`config.mk`:
```
export PLATFORM = sky130hd
export DESIGN_NAME = qerv_rf_ram_init_flat
export DESIGN_NICKNAME = d
export VERILOG_FILES = /design/src/rtl/qerv_rf_ram_init_if.sv /design/src/rtl/qerv_rf_ram_init.sv /design/src/flat_wrapper.sv
export SDC_FILE = /design/constraint.sdc
export NUM_CORES = 1
export LEC_CHECK = 0
export BUFFER_PORTS_ARGS = -buffer_cell sky130_fd_sc_hd__buf_2
export CORE_ASPECT_RATIO = 0.75
export CORE_MARGIN = 2
export CORE_UTILIZATION = 35
export DETAILED_ROUTE_END_ITERATION = 10
export PLACE_DENSITY = 0.85
export RECOVER_POWER = 25
export SLEW_MARGIN = 20
export SYNTH_ARGS = -nofsm -noshare
export SYNTH_HDL_FRONTEND = slang
export SYNTH_SLANG_ARGS = --single-unit
export TNS_END_PERCENT = 20
```
`constraint.sdc`:
```
create_clock -name i_clk -period 1.55 [get_ports i_clk]
set_clock_uncertainty 0.2 [all_clocks]
set_input_delay 0.2325 -clock i_clk [delete_from_list [all_inputs] [get_ports i_clk]]
set_output_delay 0.2325 -clock i_clk [all_outputs]
set_load 0.01 [all_outputs]
```
`src/rtl/qerv_rf_ram_init_if.sv`:
```
// RF RAM port bundle: write port, read port and one-cycle-latency read data.
// The master drives address/data/enables; the slave returns rdata.
interface qerv_rf_ram_init_if #(
  parameter int width = 8,
  parameter int aw    = 6
);
  logic [aw-1:0]    waddr;
  logic [width-1:0] wdata;
  logic             wen;
  logic [aw-1:0]    raddr;
  logic             ren;
  logic [width-1:0] rdata;

  modport master (
    output waddr, wdata, wen, raddr, ren,
    input  rdata
  );

  modport slave (
    input  waddr, wdata, wen, raddr, ren,
    output rdata
  );
endinterface

```
`src/rtl/qerv_rf_ram_init.sv`:
```
// Zeroes the RF RAM after every reset, then becomes a transparent pass-through.
// Define QERV_RF_RAM_INIT_VERIFY_EN to read every word back and flag nonzero data.
module qerv_rf_ram_init #(
  parameter int width = 8,
  parameter int aw    = 6,
  parameter int depth = 2**aw
) (
  input  logic                 i_clk,
  input  logic                 i_rst,
  output logic                 o_busy,
  output logic                 o_init_err,
  qerv_rf_ram_init_if.slave    up,
  qerv_rf_ram_init_if.master   ram
);

  typedef enum logic [1:0] {
    CLEAR  = 2'd0,
    VERIFY = 2'd1,
    DONE   = 2'd2
  } state_t;

  localparam logic [aw-1:0]    LAST = aw'(depth - 1);
  localparam logic [width-1:0] ZERO = '0;

  state_t        state_q;
  logic [aw-1:0] cnt_q;
  logic [aw-1:0] cnt_d;
  logic          busy_q;

  // Terminal test uses LAST, so the counter never has to hold depth itself.
  assign cnt_d = cnt_q + aw'(1);

`ifdef QERV_RF_RAM_INIT_VERIFY_EN
  logic chk_q;
  logic rd_done_q;
  logic err_q;

  always_ff @(posedge i_clk) begin
    if (i_rst) begin
      state_q   <= CLEAR;
      cnt_q     <= '0;
      busy_q    <= 1'b1;
      chk_q     <= 1'b0;
      rd_done_q <= 1'b0;
      err_q     <= 1'b0;
    end else begin
      chk_q <= 1'b0;
      if (chk_q && (ram.rdata != ZERO))
        err_q <= 1'b1;
      case (state_q)
        CLEAR: begin
          cnt_q <= cnt_d;
          if (cnt_q == LAST) begin
            cnt_q   <= '0;
            state_q <= VERIFY;
          end
        end
        VERIFY: begin
          // rd_done_q covers the extra cycle that compares the last read.
          if (!rd_done_q) begin
            chk_q <= 1'b1;
            cnt_q <= cnt_d;
            if (cnt_q == LAST)
              rd_done_q <= 1'b1;
          end else begin
            state_q <= DONE;
            busy_q  <= 1'b0;
          end
        end
        default: ;
      endcase
    end
  end

  assign o_init_err = err_q;
`else
  always_ff @(posedge i_clk) begin
    if (i_rst) begin
      state_q <= CLEAR;
      cnt_q   <= '0;
      busy_q  <= 1'b1;
    end else begin
      case (state_q)
        CLEAR: begin
          cnt_q <= cnt_d;
          if (cnt_q == LAST) begin
            cnt_q   <= '0;
            state_q <= DONE;
            busy_q  <= 1'b0;
          end
        end
        default: ;
      endcase
    end
  end

  assign o_init_err = 1'b0;
`endif

  assign o_busy   = busy_q;
  assign up.rdata = ram.rdata;

  // RAM port mux: sweep drives the RAM until DONE, then upstream owns it combinationally.
  always_comb begin
    ram.waddr = cnt_q;
    ram.wdata = ZERO;
    ram.wen   = 1'b0;
    ram.raddr = cnt_q;
    ram.ren   = 1'b0;
    if (!i_rst) begin
      case (state_q)
        CLEAR: ram.wen = 1'b1;
`ifdef QERV_RF_RAM_INIT_VERIFY_EN
        VERIFY: ram.ren = !rd_done_q;
`endif
        DONE: begin
          ram.waddr = up.waddr;
          ram.wdata = up.wdata;
          ram.wen   = up.wen;
          ram.raddr = up.raddr;
          ram.ren   = up.ren;
        end
        default: ;
      endcase
    end
  end

endmodule

```
`src/flat_wrapper.sv`:
```
// flat-port wrapper written by rule: the top's interface ports become plain ports
module qerv_rf_ram_init_flat 
#(
  parameter int width = 8,
  parameter int aw    = 6,
  parameter int depth = 2**aw
)
  (i_clk, i_rst, o_busy, o_init_err, up_waddr, up_wdata, up_wen, up_raddr, up_ren, up_rdata, ram_waddr, ram_wdata, ram_wen, ram_raddr, ram_ren, ram_rdata);
  qerv_rf_ram_init_if #(.width(width), .aw(aw)) up_i ();
  qerv_rf_ram_init_if #(.width(width), .aw(aw)) ram_i ();
  input  logic i_clk;
  input  logic i_rst;
  output logic o_busy;
  output logic o_init_err;
  input wire logic [$bits(up_i.waddr)-1:0] up_waddr;
  input wire logic [$bits(up_i.wdata)-1:0] up_wdata;
  input wire logic [$bits(up_i.wen)-1:0] up_wen;
  input wire logic [$bits(up_i.raddr)-1:0] up_raddr;
  input wire logic [$bits(up_i.ren)-1:0] up_ren;
  output wire logic [$bits(up_i.rdata)-1:0] up_rdata;
  output wire logic [$bits(ram_i.waddr)-1:0] ram_waddr;
  output wire logic [$bits(ram_i.wdata)-1:0] ram_wdata;
  output wire logic [$bits(ram_i.wen)-1:0] ram_wen;
  output wire logic [$bits(ram_i.raddr)-1:0] ram_raddr;
  output wire logic [$bits(ram_i.ren)-1:0] ram_ren;
  input wire logic [$bits(ram_i.rdata)-1:0] ram_rdata;
  assign up_i.waddr = up_waddr;
  assign up_i.wdata = up_wdata;
  assign up_i.wen = up_wen;
  assign up_i.raddr = up_raddr;
  assign up_i.ren = up_ren;
  assign up_rdata = up_i.rdata;
  assign ram_waddr = ram_i.waddr;
  assign ram_wdata = ram_i.wdata;
  assign ram_wen = ram_i.wen;
  assign ram_raddr = ram_i.raddr;
  assign ram_ren = ram_i.ren;
  assign ram_i.rdata = ram_rdata;
  qerv_rf_ram_init #(.width(width), .aw(aw), .depth(depth)) u_core (.i_clk(i_clk), .i_rst(i_rst), .o_busy(o_busy), .o_init_err(o_init_err), .up(up_i), .ram(ram_i));
endmodule
```
==> results of run 1 <==
-- final cells by class --
class	count	area, sq um	share of cell area
Inverter	2	7.51	0.00775
Clock buffer	3	22.5	0.0233
Multi-Input combinational cell	67	417	0.430
Timing Repair Buffer	53	332	0.342
Sequential cell	8	163	0.168
Tap cell	22	27.5	0.0284
-- flip-flops by register name, indices dropped and copies added (netlist names) --
name	count
u_core.state_q	1
u_core.cnt_q	6
u_core.o_busy	1
-- synth_stat cells --
cell type  count  share of area
nand2b_1       1         0.0099
a21o_1         1          0.012
inv_1          2          0.012
nor2b_1        1         0.0099
or3_1          1         0.0099
xor2_1         3          0.041
conb_1         1         0.0059
ha_1           1          0.020
nand2_1       32           0.19
clkbuf_1       1         0.0059
nand4b_1       1          0.014
xnor2_1        1          0.014
nor2_1         3          0.018
a21oi_1        2          0.016
and3b_2        1          0.016
dfxtp_1        8           0.25
and4_1         1          0.014
buf_6          1          0.018
nand4_1        1         0.0099
nand4b_4       1          0.037
and2_1         9          0.089
nor3_1         2          0.016
buf_4          9           0.11
nand3b_1       1          0.012
a31oi_1        1         0.0099
and2b_1        1          0.012
mux2i_1        1          0.016
buf_2          2          0.016
-- where the power goes --
| group | internal, mW | switching [mW] |
|---|---|---|
| combinational | 0.0553 | 0.0552 |
| sequential | 0.216 | 0.0144 |
| clock | 0.0889 | 0.0755 |
| total | 0.360 | 0.145 |
-- logic make-up after synthesis --
kind of cell	after synthesis	share of synthesized area
mux	1	0.0158
xor+xnor	4	0.0552
fa+ha+maj	1	0.0197
buf+inv	15	0.158
compound gates	4	0.0375
flops	8	0.252
other cells	1	0.00591
simple gates	56	0.456
-- metal layers --
| metal | vias up | GRT usage | part of all wire |
|---|---|---|---|
| met5 | - | 0 | 0 |
| met4 | 0 | 0.0897 | 0.020 |
| met3 | 6 | 0.0657 | 0.042 |
| met2 | 15 | 0.253 | 0.53 |
| met1 | 358 | 0.220 | 0.41 |
| li1 | 362 | - | - |
-- path summary, 6_finish.rpt --
path / startpoint / end / slack (ps) / cells past startpoint
max reg2reg: u_core.cnt_q[0] / u_core.cnt_q[0] / 110 / 4
max: u_core.state_q[1] / ram_waddr[3] / -100 / 5
min: i_rst / u_core.cnt_q[4] / 170 / 3
min reg2reg: u_core.o_busy / u_core.o_busy / 260 / 1
-- layout by cell type, fill, tap and decap left out, types with 3 or more instances in the layout --
cell	n
xor2_1	3
nor2_1	3
dfxtp_1	6
and2_4	6
clkbuf_4	3
buf_2	40
nand2_1	29
and2_1	3
buf_6	9
nand2_2	3
buf_4	4
-- critical path: stages (launching register included) --
cell and delay, ps:
dfxtp_2 330, nor2b_4 220, buf_4 170, nand2_1 50
nand2_1 50, buf_2 120
-- timing repair --
action	CTS	global route
pin swaps	10	10
gates cloned	2	1
endpoints found under the setup margin	21	23
resized for setup	13	14
==> impl_metrics.csv, run 1 <==
group,metric,value,unit
floorplanning,die_y,40.9,um
global_routing,antenna_found_initial,0,
worst_setup_path,cp-end-kind,"primary output",
timing,timing.final.crit_period,1650,ps
layout,fin_nets,168,
synthesis,synth_seq_cells,8,
clock_network,clockBufferDepth,2,
layout,syn2layout_area_growth,52.7,%
worst_setup_path,crit_required,1120,ps
timing,fin_crit_sh,1.06,
place,hpwl,1430,um
synthesis,synth_cell_types,28,
timing,drv_slew,0,
detailed_routing,wire_per_inst,13.6,um
floorplanning,boundaryPins,64,
global_routing,grt_pass1_vias,539,
detailed_routing,drt-initial-drc-count,8,
clock_network,htree_levels,1,
synthesis,post_synth.cell_area_avg,7.05,sq um
clock_network,numCtsBuffers,3,
pwr,peakVddDrop,0.393,mV
timing,worst_slack,-95.8,ps
flow_run,drv_cap,0,
timing,hold_slack,173,ps
floorplanning,die_w,53.2,um
pwr,power-per-cell-area,522,nW/um^2
detailed_routing,via_count,741,
layout,utilization,0.562,
synthesis,ys_seq_area_frac,0.252,
clock_network,clock_latency,260,ps
layout,antenna_cells,0,
worst_setup_path,path_class,"reg -> out",
detailed_routing,remaining_drc_errors,0,
worst_setup_path,worstPathMaxFanout,5,
pwr,total_power,0.505,mW
global_routing,grt_pass1_wl,2460,um
floorplanning,dieArea,2170,sq um
place,gp_congestion,0.751,
global_routing,grt_max_degree,11,
worst_setup_path,arrival,1210,ps
timing,setup-violations-final,21,
layout,final_design_area_no_fill,968,sq um
layout,layout-drive-gt1-share,0.541,
clock_network,tritoncts,"done",
place,dp_slack,83.1,ps
floorplanning,core,1720,sq um
timing,hold_violations,0,
detailed_routing,viasPerCell,4.78,
detailed_routing,postRouteAntennaNets,0,
status,status,"complete, but fails checks",
layout,fill_cells,178,
global_routing,overflow,0,
layout,layoutNonFillerInstCount,155,
worst_setup_path,start_kind,"register",
clock_network,clk_pin_slew,60,ps
synthesis,syn-num-nets,123,
floorplanning,std_cell_rows,13,
global_routing,grt_usage,0.172,
place,placedCellCount,149,
timing,setup-tns-final,-1620,ps
pwr,leakage,0.578,nW
worst_hold_path,holdCritPathClass,"in -> reg",
clock_network,clk_root_buffer_cell,"clkbuf_4",
synthesis,ys_warn_count,0,
clock_network,cts.sinks,8,
synthesis,synth_cells,90,
place,io_buffer_count,46,
floorplanning,start_util,0.368,
detailed_routing,drt-total-wl,2110,um
timing,max_freq,608,MHz
synthesis,syn-cell-area,634,sq um
place,placedInstanceArea,830,sq um
clock_network,post_cts_buffers,0,
status,violations,"setup timing",
detailed_routing,first_pass_iters,4,
timing,rsz0062_at_grt,"true",
clock_network,hold_buffers,0,
Note: power is estimated with default switching activity, not from simulation.
==> inputs of run 2 (changes only) <==
--- a/config.mk
+++ b/config.mk
@@ -6,11 +6,13 @@
 export NUM_CORES = 1
 export LEC_CHECK = 0
 export BUFFER_PORTS_ARGS = -buffer_cell sky130_fd_sc_hd__buf_2
+export CELL_PAD_IN_SITES_DETAIL_PLACEMENT = 0
+export CELL_PAD_IN_SITES_GLOBAL_PLACEMENT = 2
 export CORE_ASPECT_RATIO = 0.75
 export CORE_MARGIN = 2
-export CORE_UTILIZATION = 35
+export CORE_UTILIZATION = 15
 export DETAILED_ROUTE_END_ITERATION = 10
-export PLACE_DENSITY = 0.85
+export PLACE_DENSITY = 0.82
 export RECOVER_POWER = 25
 export SLEW_MARGIN = 20
 export SYNTH_ARGS = -nofsm -noshare
==> impl_metrics.csv, run 2 (synthesized netlist as in run 1, its figures left out) <==
group,metric,value,unit
timing,timing.final.crit_period,1570,ps
clock_network,numCtsBuffers,3,
timing,rsz0062_at_grt,"true",
detailed_routing,wire_per_inst,9.22,um
place,placedCellCount,184,
clock_network,clk_pin_slew,40,ps
detailed_routing,drt-initial-drc-count,26,
floorplanning,die_w,79.1,um
layout,fin_nets,170,
worst_setup_path,arrival,1140,ps
pwr,power-per-cell-area,576,nW/um^2
worst_setup_path,r2r_setup_slack,140,ps
layout,syn2layout_area_growth,60.2,%
detailed_routing,postRouteAntennaNets,0,
floorplanning,dieArea,4770,sq um
layout,seqCellArea,161,sq um
worst_hold_path,min_from,"i_rst",
floorplanning,die_y,60.3,um
timing,fin_crit_sh,1.01,
detailed_routing,via_count,712,
pwr,peakVddDrop,0.252,mV
floorplanning,std_cell_rows,20,
worst_hold_path,whs_path_depth,2,
layout,utilization,0.251,
worst_setup_path,start_kind,"register",
layout,final_cell_mix,"buf_2, nand2_1, nand2_2, and2_1, dfxtp_1",
global_routing,grt_pass1_wl,2650,um
layout,antenna_cells,0,
clock_network,tritoncts,"done",
global_routing,overflow,0,
place,io_buffer_count,46,
floorplanning,core,4050,sq um
floorplanning,boundaryPins,64,
worst_setup_path,r2r-start,"u_core.cnt_q[0]",
clock_network,clk_root_buffer_cell,"clkbuf_8",
clock_network,clock_latency,220,ps
worst_hold_path,holdCritPathClass,"in -> reg",
worst_setup_path,crit_required,1120,ps
floorplanning,start_util,0.156,
worst_setup_path,path_class,"reg -> out",
clock_network,cts.sinks,8,
flow_run,drv_cap,0,
detailed_routing,drt-total-wl,1750,um
layout,largest_register_ffs,6,
place,hpwl,1360,um
worst_setup_path,worstPathMaxFanout,5,
clock_network,clockBufferDepth,2,
layout,multiInputGateArea,412,sq um
global_routing,grt_pass1_vias,596,
layout,regMostFlops,"u_core.cnt_q",
pwr,leakage,0.589,nW
timing,drv_slew,0,
worst_hold_path,worstHoldEndpoint,"u_core.cnt_q[1]",
layout,final_common_cell,"buf_2",
clock_network,hold_buffers,0,
detailed_routing,viasPerCell,3.75,
detailed_routing,first_pass_iters,4,
timing,max_freq,636,MHz
place,gp_congestion,0.706,
layout,fill_cells,463,
timing,hold_violations,0,
global_routing,antenna_found_initial,0,
worst_setup_path,cp-end-kind,"primary output",
detailed_routing,remaining_drc_errors,0,
global_routing,grt_usage,0.0744,
clock_network,htree_levels,1,
worst_setup_path,rr_worst_depth,4,
timing,worst_slack,-21.8,ps
timing,setup-violations-final,21,
worst_setup_path,r2r_end,"u_core.cnt_q[0]",
status,violations,"setup timing",
status,status,"complete, but fails checks",
global_routing,grt_max_degree,10,
layout,layoutNonFillerInstCount,190,
layout,layout-drive-gt1-share,0.533,
-- run 2: stage by stage --
step	setup WS, ps	cell area (sq um)	hold WS [ps]	setup TNS [ps]	power (mW)
6_report	-21.8	1020	55.4	-294	0.585
5_1_grt	-89.0	1020	71.5	-1600	0.624
4_1_cts	-38.4	996	44.6	-623	0.592
3_5_place_dp	132	886	247	0	0.342
3_3_place_gp	122	886	235	0	0.343
2_1_floorplan	116	634	285	0	0.301
-- run 2: power by group --
group | internal [mW] | switching (mW)
Sequential | 0.217 | 0.0102
Clock | 0.168 | 0.0760
Combinational | 0.0587 | 0.0558
Total | 0.443 | 0.142
-- run 2: worst max-delay path by stage --
stage	startpoint	endpoint	slack, ps
floorplan	u_core.state_q[1]	ram_ren	120
global placement	u_core.state_q[1]	ram_raddr[4]	120
detailed placement	i_rst	ram_wdata[4]	130
CTS	u_core.state_q[1]	ram_wdata[2]	-40
global route	u_core.state_q[1]	ram_waddr[5]	-90
finish	u_core.state_q[1]	ram_raddr[2]	-20
-- run 2: timing repair --
action | in CTS | in global routing
gates resized for setup | 16 | 7
pin swaps | 15 | 4
buffers inserted | 0 | 0
cloned | 3 | 0
endpoints found under the setup margin | 21 | 21
-- run 2: area by class of cell --
type                       count  area share
timing repair buffer          55       0.320
inverter                       2     0.00739
sequential                     8       0.159
clock buffer                   3      0.0406
tap                           55      0.0677
multi-input combinational     67       0.405
-- run 2: routing by layer --
layer,part of all wire,up-vias,GRT usage
li1,-,366,-
met1,0.50,308,0.102
met2,0.38,36,0.100
met3,0.095,2,0.0347
met4,0.017,0,0.0296
met5,0,-,0
-- run 2: critical path, cell delays in order, from the launching register on --
cell and delay (ps):
dfxtp_2 320, nor2b_4 220, buf_6 150, nand2_1 50, nand2_1 50, buf_2 120
==> inputs of run 3 (changes only) <==
--- a/config.mk
+++ b/config.mk
@@ -18,4 +18,4 @@
 export SYNTH_ARGS = -nofsm -noshare
 export SYNTH_HDL_FRONTEND = slang
 export SYNTH_SLANG_ARGS = --single-unit
-export TNS_END_PERCENT = 20
+export TNS_END_PERCENT = 50
==> constraint.sdc (replaced) <==
create_clock -name i_clk -period 1.6 [get_ports i_clk]
set_clock_uncertainty 0.2 [all_clocks]
set_input_delay 0.24 -clock i_clk [delete_from_list [all_inputs] [get_ports i_clk]]
set_output_delay 0.24 -clock i_clk [all_outputs]
set_load 0.01 [all_outputs]
==> impl_metrics.csv, run 3 (synthesized netlist as in run 1, its figures left out) <==
group,metric,value,unit
global_routing,grt_pass1_wl,2810,um
clock_network,clock_latency,220,ps
place,dp_slack,116,ps
pwr,power-per-cell-area,548,nW/um^2
detailed_routing,postRouteAntennaNets,0,
global_routing,grt_usage,0.0773,
global_routing,antenna_found_initial,0,
layout,largest_register_ffs,6,
worst_setup_path,arrival,1180,ps
detailed_routing,drt-initial-drc-count,12,
worst_setup_path,crit_required,1160,ps
worst_setup_path,cp-end-kind,"primary output",
clock_network,htree_levels,1,
timing,setup-tns-final,-167,ps
detailed_routing,first_pass_iters,4,
floorplanning,die_y,60.3,um
detailed_routing,via_count,682,
flow_run,drv_cap,0,
place,io_buffer_count,46,
timing,rsz0062_at_grt,"true",
timing,fin_crit_sh,1.01,
clock_network,clockBufferDepth,2,
clock_network,clk_root_buffer_cell,"clkbuf_8",
layout,final_common_cell,"buf_2",
worst_hold_path,holdCritPathClass,"in -> reg",
global_routing,grt_pass1_vias,643,
floorplanning,start_util,0.156,
floorplanning,die_w,79.1,um
timing,drv_slew,0,
floorplanning,std_cell_rows,20,
layout,layout-drive-gt1-share,0.534,
clock_network,numCtsBuffers,3,
layout,utilization,0.253,
pwr,leakage,0.580,nW
detailed_routing,wire_per_inst,9.36,um
detailed_routing,remaining_drc_errors,0,
layout,fin_nets,168,
floorplanning,dieArea,4770,sq um
global_routing,grt_max_degree,12,
layout,final_cell_mix,"buf_2, nand2_1, buf_6, nand2_2, dfxtp_1",
floorplanning,boundaryPins,64,
status,status,"complete, but fails checks",
clock_network,clk_pin_slew,40,ps
worst_setup_path,worstPathMaxFanout,5,
place,gp_congestion,0.725,
timing,timing.final.crit_period,1620,ps
layout,regMostFlops,"u_core.cnt_q",
global_routing,overflow,0,
layout,fill_cells,459,
worst_setup_path,start_kind,"register",
layout,syn2layout_area_growth,61.7,%
worst_setup_path,path_class,"reg -> out",
status,violations,"setup timing",
pwr,total_power,0.562,mW
clock_network,cts.sinks,8,
timing,worst_slack,-17.5,ps
detailed_routing,drt-total-wl,1760,um
pwr,peakVddDrop,0.278,mV
timing,hold_violations,0,
layout,final_design_area_no_fill,1030,sq um
floorplanning,core,4050,sq um
timing,setup-violations-final,18,
layout,antenna_cells,0,
place,placedInstanceArea,863,sq um
detailed_routing,viasPerCell,3.63,
place,hpwl,1300,um
timing,max_freq,618,MHz
clock_network,tritoncts,"done",
-- run 3: power breakdown --
part	switching, mW	total (mW)	leakage (nW)	internal (mW)
Sequential	0.0127	0.221	0.0661	0.208
Combinational	0.0518	0.108	0.492	0.0558
Clock	0.0713	0.234	0.0216	0.162
Total	0.136	0.562	0.580	0.426
-- run 3: per-stage QoR --
stage | cells | hold slack [ps]
after global routing | 188 | 158
after CTS | 188 | 130
after floorplan | 90 | 293
after detailed placement | 181 | 251
final | 188 | 130
after global placement | 181 | 253
-- run 3: layer usage --
metal / GRT usage / wire length, um / vias up
met5: 0 / 0 / -
met4: 0.0296 / 27 / 0
met3: 0.0347 / 178 / 2
met2: 0.110 / 701 / 35
met1: 0.103 / 852 / 285
li1: - / - / 360
-- run 3: final timing paths --
path	to	depth (start not counted)	start	slack (ps)
worst max-delay path	ram_wdata[2]	4	u_core.state_q[1]	-20
worst min-delay path	u_core.state_q[1]	2	i_rst	130
worst max register to register	u_core.o_busy	5	u_core.state_q[1]	100
worst min register to register	u_core.o_busy	1	u_core.o_busy	260
-- run 3: timing repair --
| action | in CTS | in global routing |
|---|---|---|
| setup buffers | 1 | 0 |
| gates resized for setup | 11 | 17 |
| endpoints found under the hold margin | 0 | 0 |
| pin swaps | 13 | 7 |
| hold buffers | 0 | 0 |
| endpoints found under the setup margin | 21 | 21 |
| gates cloned | 3 | 0 |
-- run 3: critical path, stage by stage, from the launching register on --
cell and delay (ps):
dfxtp_4 350, nor2b_4 230, buf_6 150, and2_4 130, buf_6 90
-- run 3: cell type report --
type / count / area [sq um] / share of cell area
inverter: 2 / 7.51 / 0.00732
tap: 55 / 68.8 / 0.0671
clock buffer: 3 / 41.3 / 0.0402
timing repair buffer: 53 / 335 / 0.327
multi-input combinational: 67 / 409 / 0.399
sequential: 8 / 164 / 0.160
